[config.mk]
export PLATFORM = sky130hd
export DESIGN_NAME = decoder_nx_seq
export DESIGN_NICKNAME = d
export VERILOG_FILES = /design/src/rtl/decoder_pkg.sv /design/src/rtl/decoder_onehot.sv /design/src/rtl/decoder_nx_seq.sv
export SDC_FILE = /design/constraint.sdc
export NUM_CORES = 1
export LEC_CHECK = 0
export CORE_MARGIN = 5
export CORE_UTILIZATION = 25
export DETAILED_ROUTE_END_ITERATION = 12
export MAX_ROUTING_LAYER = met4
export PLACE_DENSITY_LB_ADDON = 0.2
export SLEW_MARGIN = 25
export SYNTH_ARGS = -nofsm -noshare
export SYNTH_HDL_FRONTEND = slang
export SYNTH_SLANG_ARGS = --single-unit
export TNS_END_PERCENT = 50
[constraint.sdc]
create_clock -name clk -period 2.1 [get_ports clk]
set_input_delay 0.21 -clock clk [delete_from_list [all_inputs] [get_ports clk]]
set_output_delay 0.21 -clock clk [all_outputs]
set_load 0.02 [all_outputs]
[src/rtl/decoder_pkg.sv]
// Shared definitions for the registered N-to-2^N decoder: mode encodings,
// FSM states and small elaboration/decode helpers.
package decoder_pkg;

  localparam logic [1:0] MODE_DIRECT = 2'b00;
  localparam logic [1:0] MODE_SCAN   = 2'b01;
  localparam logic [1:0] MODE_PULSE  = 2'b10;
  localparam logic [1:0] MODE_RSVD   = 2'b11;

  typedef enum logic [1:0] {
    ST_IDLE   = 2'd0,
    ST_DIRECT = 2'd1,
    ST_SCAN   = 2'd2,
    ST_PULSE  = 2'd3
  } state_t;

  // One bit of a one-hot decode; callers loop over positions for any width.
  function automatic logic onehot_bit(input int sel, input int pos);
    return (sel == pos);
  endfunction

  function automatic int cnt_width(input int step_cyc, input int pulse_len);
    int m;
    int w;
    m = (step_cyc > pulse_len) ? step_cyc : pulse_len;
    w = $clog2(m);
    return (w < 1) ? 1 : w;
  endfunction

endpackage

[src/rtl/decoder_onehot.sv]
// Combinational N-to-2^N one-hot decoder with an enable; all zeros when ena = 0.
module decoder_onehot
  import decoder_pkg::*;
#(
  parameter int N = 4
) (
  input  logic [N-1:0]    sel,
  input  logic            ena,
  output logic [2**N-1:0] onehot
);

  always_comb begin
    for (int i = 0; i < 2**N; i++) begin
      onehot[i] = ena & onehot_bit(int'(sel), i);
    end
  end

endmodule

[src/rtl/decoder_nx_seq.sv]
// Registered N-to-2^N decoder with direct, auto-scan and timed one-shot modes.
//   state     | meaning
//   ST_IDLE   | out inactive, waiting for DIRECT mode or a load strobe
//   ST_DIRECT | out follows onehot(in) with one cycle of latency
//   ST_SCAN   | stepping idx every STEP_CYC cycles, wrapping modulo 2**N
//   ST_PULSE  | holding onehot(idx) for PULSE_LEN cycles, then back to idle
module decoder_nx_seq
  import decoder_pkg::*;
#(
  parameter int N          = 4,
  parameter int STEP_CYC   = 4,
  parameter int PULSE_LEN  = 8,
  parameter int ACTIVE_LOW = 0
) (
  input  logic            clk,
  input  logic            rst_n,
  input  logic            en,
  input  logic [1:0]      mode,
  input  logic [N-1:0]    in,
  input  logic            load,
  output logic [2**N-1:0] out,
  output logic [N-1:0]    idx,
  output logic            busy,
  output logic            wrap
);

  localparam int W  = 2**N;
  localparam int CW = cnt_width(STEP_CYC, PULSE_LEN);
  localparam logic [CW-1:0] STEP_LAST  = CW'(STEP_CYC - 1);
  localparam logic [CW-1:0] PULSE_LAST = CW'(PULSE_LEN - 1);

  state_t         state, state_d;
  logic [N-1:0]   idx_d;
  logic [CW-1:0]  cnt, cnt_d;
  logic           on_d, busy_d, wrap_d;
  logic [W-1:0]   dec, out_q;

  // Defaults describe the idle/cleared condition; idx holds unless updated.
  always_comb begin
    state_d = ST_IDLE;
    idx_d   = idx;
    cnt_d   = '0;
    on_d    = 1'b0;
    busy_d  = 1'b0;
    wrap_d  = 1'b0;
    if (en) begin
      case (state)
        ST_IDLE: begin
          if (mode == MODE_DIRECT) begin
            state_d = ST_DIRECT;
            idx_d   = in;
            on_d    = 1'b1;
          end else if ((mode == MODE_SCAN || mode == MODE_PULSE) && load) begin
            state_d = (mode == MODE_SCAN) ? ST_SCAN : ST_PULSE;
            idx_d   = in;
            on_d    = 1'b1;
            busy_d  = 1'b1;
          end
        end
        ST_DIRECT: begin
          if (mode == MODE_DIRECT) begin
            state_d = ST_DIRECT;
            idx_d   = in;
            on_d    = 1'b1;
          end
        end
        ST_SCAN: begin
          if (mode == MODE_SCAN) begin
            state_d = ST_SCAN;
            on_d    = 1'b1;
            busy_d  = 1'b1;
            if (load) begin
              idx_d = in;
            end else if (cnt == STEP_LAST) begin
              idx_d  = idx + 1'b1;
              wrap_d = (idx == '1);
            end else begin
              cnt_d = cnt + 1'b1;
            end
          end
        end
        ST_PULSE: begin
          // load is deliberately not looked at here, even on the last cycle.
          if (mode == MODE_PULSE && cnt != PULSE_LAST) begin
            state_d = ST_PULSE;
            on_d    = 1'b1;
            busy_d  = 1'b1;
            cnt_d   = cnt + 1'b1;
          end
        end
        default: state_d = ST_IDLE;
      endcase
    end
  end

  decoder_onehot #(.N(N)) u_dec (
    .sel    (idx_d),
    .ena    (on_d),
    .onehot (dec)
  );

  always_ff @(posedge clk or negedge rst_n) begin
    if (!rst_n) begin
      state <= ST_IDLE;
      idx   <= '0;
      cnt   <= '0;
      busy  <= 1'b0;
      wrap  <= 1'b0;
      out_q <= '0;
    end else begin
      state <= state_d;
      idx   <= idx_d;
      cnt   <= cnt_d;
      busy  <= busy_d;
      wrap  <= wrap_d;
      out_q <= dec;
    end
  end

  assign out = (ACTIVE_LOW != 0) ? ~out_q : out_q;

endmodule

==> reports/metrics.yaml, run 1 <==
muxShareOfSynthArea: 0.0140
synthAdderAreaFrac: 0.0660
synth_area_leaders: "dfrtp_1 45%, ha_1 6.6%, nor3_1 3.0%"
clock-root-buffer: "clkbuf_8"
clk_path_buf_depth: 2
cp.required_ns: 2.31
hp-class: "in2async"
maxSlewViolCount: 0
cap_viol_max_count: 0
worst_hold_slack_ns: 0.300
pre_cts_ws_ns: -0.446
grt_usage: 0.119
layout.nets: 239
vias: 1404
cp_slowest_cell: "a2111o_1"
port_buffers: 31
h-tree-depth: 1
synth_top_family_by_area: "simple AND/OR/NAND/NOR gates"
start_util: 0.256
fmax_ghz: 0.494
crit_arrival_ns: 2.23
viasPerCell: 4.76
gp_congestion: 0.762
critical_path_class: "reg2reg"
cts_hold_buf: 0
path_clk_slew_ns: 0.10
tightest_slew_ns: 0.422
status: "finished, final reports clean"
diodes: 0
min_period_over_period: 0.963
die_x_um: 87.9
finClkSkew_ns: 0.00538
slew_headroom: 0.711
layout_commonest_cell: "buf_4"
cp-end-kind: "flop"
ys_seq_area_frac: 0.446
grt_first_pass_wirelength_um: 7000
die_area_um2: 7720
final_util: 0.408
cts_inserted_buffers: 3
hold_viol_final: 0
area_growth_pct: 59.3
max_stage_delay_ns: 0.46
drt_iter0_drc: 64
die_y_um: 87.9
synth_top_area_cell: "dfrtp_1"
drive_gt1_frac: 0.368
insertion_delay_ns: 0.28
cp_max_fo: 7
powerDensity_nw_per_um2: 629
antenna_found_initial: 0
rows: 28
crit_chain: "ha_4, ha_4, o21a_4, o32a_1, a21o_1, a2111o_1, nor3_2"
synth.distinct_cells: 45
cts_num_sinks: 27
setup_violations: 0
synthCells: 153
synth_top_area_share: 0.446
start_kind: "flop"
synth_area_um2: 1520
drc_errors: 0
synth_warnings: 0
dp_hpwl_um: 3170
async_reset_ff_frac: 1.00
synth_top_flop_cell: "dfrtp_1"
cpMostUsedCell: "ha_4"
gr-total-overflow: 0
synth_compound_area_frac: 0.197
synth-simple-area-share: 0.209
final_cell_mix: "39 x buf_4, 29 x clkdlybuf4s50_1, 26 x dfrtp_1, 11 x nand2_1"
totalWireLength_um: 4410
synth-xor-area-share: 0
min_period_ns: 2.02
first_pass_iters: 5
fin_ws_ns: 0.0775
leakage_nw: 1.01
grt_pass1_vias: 1400
vdd_ir_drop_max_mv: 0.438
synth_nets: 171
rsz0062_at_grt: "yes"
synth_edf_count: 0
ys_ff_latch: 27
avgSynthCellArea_um2: 9.91
io_pins: 32
tritoncts: "done"
core_um2: 5920
drt-wirelength-per-cell_um: 15.0
grt_max_degree: 28
ant_nets: 0
metal layers:
| layer | share of wire | up-vias | global-route usage |
|---|---|---|---|
| met5 | 0 | - | - |
| met4 | 0.011 | 0 | 0.0335 |
| met3 | 0.036 | 4 | 0.0113 |
| met2 | 0.49 | 26 | 0.194 |
| met1 | 0.46 | 680 | 0.156 |
| li1 | - | 694 | - |
timing repair:
action                                  CTS  global route
endpoints found under the setup margin   12            16
pin swaps                                 2             7
buffers inserted                          0             5
gates resized for setup                   8            30
power by group:
part	total (mW)	internal (mW)	switching, mW
sequential	0.590	0.554	0.0357
clock	0.309	0.135	0.174
combinational	0.620	0.287	0.333
total	1.52	0.977	0.542
logic make-up after synthesis:
kind of cell / Yosys count
buffers and inverters: 22
AND/OR/NAND/NOR: 54
multiplexers: 2
AO/OA/AOI/OAI: 40
adder cells (fa/ha/maj): 8
flip-flops: 27
flip-flops by register name (all words and copies together) (netlist names):
| register | flops |
|---|---|
| idx | 4 |
| state | 2 |
| busy | 1 |
| cnt | 3 |
| out | 16 |
| wrap | 1 |
per-stage QoR:
step,cell area [um^2],instances,setup TNS (ns),power (mW)
finish,2420,295,0,1.52
global route,2420,295,-0.0964,1.60
CTS,2250,290,0,1.46
detailed placement,2150,286,-5.23,1.13
global placement,2150,286,-5.10,1.13
floorplan,1530,153,0,0.859
path summary, 6_finish.rpt:
| kind | slack, ns | startpoint | end | cells after the start |
|---|---|---|---|---|
| setup / recovery | 0.08 | cnt[0] | out[14] | 7 |
| hold / removal | 0.30 | rst_n | idx[2] | 2 |
| setup reg to reg | 0.08 | cnt[0] | out[14] | 7 |
| hold reg to reg | 0.63 | idx[3] | wrap | 2 |
| max in group asynchronous | 1.51 | rst_n | state[1] | 2 |
| min in group clk | 0.47 | mode[1] | state[0] | 4 |
layout make-up:
class	instances	area [um^2]
Multi-Input combinational cell	104	906
Tap cell	75	93.8
Clock buffer	3	41.3
Clock inverter	1	7.51
Sequential cell	27	677
Inverter	13	51.3
Fill cell	581	3500
Timing Repair Buffer	72	639
synthesized netlist by cell type (2+ instances only):
master / instances
nand3b_1: 3
o2111ai_1: 2
o211ai_1: 2
a32oi_1: 2
a211oi_1: 2
nand4_1: 4
buf_4: 4
nand2b_1: 5
nand4b_1: 2
nand2_1: 11
nor4_1: 4
inv_1: 11
o22a_1: 3
dfrtp_1: 27
o21a_1: 5
nor3_2: 4
nor3_1: 9
inv_2: 2
o21ai_0: 4
a21oi_1: 6
buf_2: 5
ha_1: 8
nor2_1: 6
worst max-delay path: cells and delay by family, from the launching register on:
kind                       cells  cell delay (ns)
AOI/OAI and AO/OA              4             1.03
adders and majority gates      2             0.37
DFF                            1             0.41
and+or+nand+nor                1             0.13
(Power assumes the default switching activity.)
==> run 2: changes to the inputs <==
- CAP_MARGIN: unset -> 20
==> results of run 2 <==
Same layout as run 1: the final DEF is identical, and so are final timing and power.
==> run 3: changes to the inputs <==
==> constraint.sdc (replaced) <==
create_clock -name clk -period 2.1 [get_ports clk]
set_input_delay 0.21 -clock clk [delete_from_list [all_inputs] [get_ports clk]]
set_output_delay 0.21 -clock clk [all_outputs]
set_load 0.05 [all_outputs]
==> run 3 against run 2 <==
Die area unchanged. Fmax down 1.8%. Global-route usage up 0.38 points. Core utilization up 0.57 points. Clock skew up 0.0029 ns. First-iteration DRC count up 56%. Via count up 2.1%. Total power up 7.3%. Final area up 1.4%. Routed wire length up 1.1%. Sequential share of layout area down 0.28 points. Count of clock-buffer cells in the layout unchanged.
==> reports/metrics.yaml, run 3 (same netlist as run 1, synthesis figures left out) <==
finClkSkew_ns: 0.00823  # +0.00285 ns
clk_path_buf_depth: 2  # unchanged
critical_path_class: "reg2reg"
placedInstanceArea_um2: 2160  # +0.12%
tritoncts: "done"
cp.required_ns: 2.31  # about the same
port_buffers: 31  # unchanged
fin_ws_ns: 0.0401  # -0.0373 ns
maxSlewViolCount: 0  # unchanged
min_period_ns: 2.06  # +0.0373 ns
grt_first_pass_wirelength_um: 7140  # +2.1%
start_util: 0.256  # unchanged
h-tree-depth: 1  # unchanged
crit_arrival_ns: 2.27  # +0.04 ns
seqPwrFrac: 0.365  # -0.023
grt_max_degree: 28  # unchanged
powerDensity_nw_per_um2: 665  # +5.8%
hp-class: "in2async"
swShare: 0.386  # +0.0291
dp_hpwl_um: 3470  # +9.3%
drt-wirelength-per-cell_um: 15.2  # +1.8%
tightest_slew_ns: 0.513  # +0.0909 ns
rsz0062_at_grt: "yes"
cp-end-kind: "flop"
final_cell_mix: "36 x buf_4, 28 x clkdlybuf4s50_1, 24 x dfrtp_1, 11 x nand2_1, 10 x inv_1"
largest_register_ffs: 16  # unchanged
power_frac_comb: 0.452  # +0.044
path_clk_slew_ns: 0.10  # about the same
p_sw_mw: 0.629  # +16%
layout_commonest_cell: "buf_4"
drc_errors: 0  # unchanged
rows: 28  # unchanged
grt_pass1_vias: 1460  # +4.3%
finalPower_mw: 1.63  # +7.3%
cap_viol_max_count: 0  # unchanged
critPathBufInv: 0  # unchanged
drive_gt1_frac: 0.385  # +0.0171
totalWireLength_um: 4460  # +1.1%
cp_max_fo: 7  # unchanged
start_kind: "flop"
ant_nets: 0  # unchanged
die_area_um2: 7720  # unchanged
viasPerCell: 4.89  # +2.8%
crit_chain: "ha_4, ha_4, o21a_4, o32a_1, a21o_1, a2111o_1, nor3_2"
first_pass_iters: 4  # -1
gp_congestion: 0.833  # +9.4%
diodes: 0  # unchanged
die_x_um: 87.9  # unchanged
final_util: 0.414  # +0.00571
cp_slowest_cell: "a2111o_1"
cts_num_sinks: 27  # unchanged
grt_usage: 0.122  # +0.00382
min_period_over_period: 0.981  # +0.0178
ff2ff_setup_slack_ns: 0.04  # -0.04 ns
leakage_nw: 1.02  # +0.64%
antenna_found_initial: 0  # unchanged
die_y_um: 87.9  # unchanged
drt_iter0_drc: 100  # +56%
area_growth_pct: 61.6
fmax_ghz: 0.485  # -1.8%
layout.nets: 237  # -0.84%
design_area_um2: 2450  # +1.4%
io_pins: 32  # unchanged
insertion_delay_ns: 0.28  # about the same
cp-startpoint: "cnt[0]"
gr-total-overflow: 0  # unchanged
core_um2: 5920  # unchanged
hold_viol_final: 0  # unchanged
slew_headroom: 0.657  # -0.0544
setup_violations: 0  # unchanged
pwr-share-clk: 0.183  # -0.020
power.internal_mw: 1.00  # +2.5%
clock-root-buffer: "clkbuf_8"
cpMostUsedCell: "ha_4"
cts_hold_buf: 0  # unchanged
vias: 1434  # +2.1%
status: "finished, final reports clean"
max_stage_delay_ns: 0.46  # about the same
crit_family: "compound AO/OA/AOI/OAI gates"
pre_cts_ws_ns: -0.412  # +0.0338 ns
vdd_ir_drop_max_mv: 0.350  # -20%
cts_inserted_buffers: 3  # unchanged
rr_startpoint: "cnt[0]"
run 3: repair_timing:
item	CTS	global route
pin swaps	3	14
setup buffers	0	3
gates resized for setup	6	40
cloned	0	1
endpoints found under the setup margin	16	17
run 3: path summary, 6_finish.rpt:
kind,endpoint,cells after the start
setup / recovery,out[6],7
hold / removal,out[3],2
setup reg to reg,out[6],7
hold reg to reg,cnt[0],2
max in group asynchronous,idx[0],2
min in group clk,state[0],4
run 3: metrics by stage:
| step | hold WS (ns) | instances | TNS (ns) |
|---|---|---|---|
| 2_1_floorplan | -0.0856 | 153 | 0 |
| 3_3_place_gp | 0.427 | 286 | -5.51 |
| 3_5_place_dp | 0.445 | 286 | -5.88 |
| 4_1_cts | 0.311 | 290 | -0.00559 |
| 5_1_grt | 0.340 | 293 | -0.119 |
| 6_report | 0.303 | 293 | 0 |
run 3: layout make-up:
class | instances | area, um^2
inverter | 13 | 53.8
tap | 75 | 93.8
multi-input combinational | 104 | 950
fill | 574 | 3470
clock buffer | 3 | 41.3
timing repair inverter | 1 | 5.00
timing repair buffer | 69 | 619
clock inverter | 1 | 7.51
sequential | 27 | 679
run 3: metal layers:
layer | up-vias | routed length, um | global-route usage
met1 | 708 | 2010 | 0.154
met4 | 0 | 50 | 0.0377
met2 | 31 | 2240 | 0.207
met5 | - | 0 | -
li1 | 691 | - | -
met3 | 4 | 159 | 0.0122
run 3: power by group through the flow:
stage / clock, mW / sequential, mW / combinational [mW]
CTS: 0.314 / 0.594 / 0.639
finish: 0.298 / 0.595 / 0.737
global placement: 0 / 0.603 / 0.628
floorplan: 0 / 0.715 / 0.222
detailed placement: 0 / 0.604 / 0.629
global route: 0.329 / 0.601 / 0.785
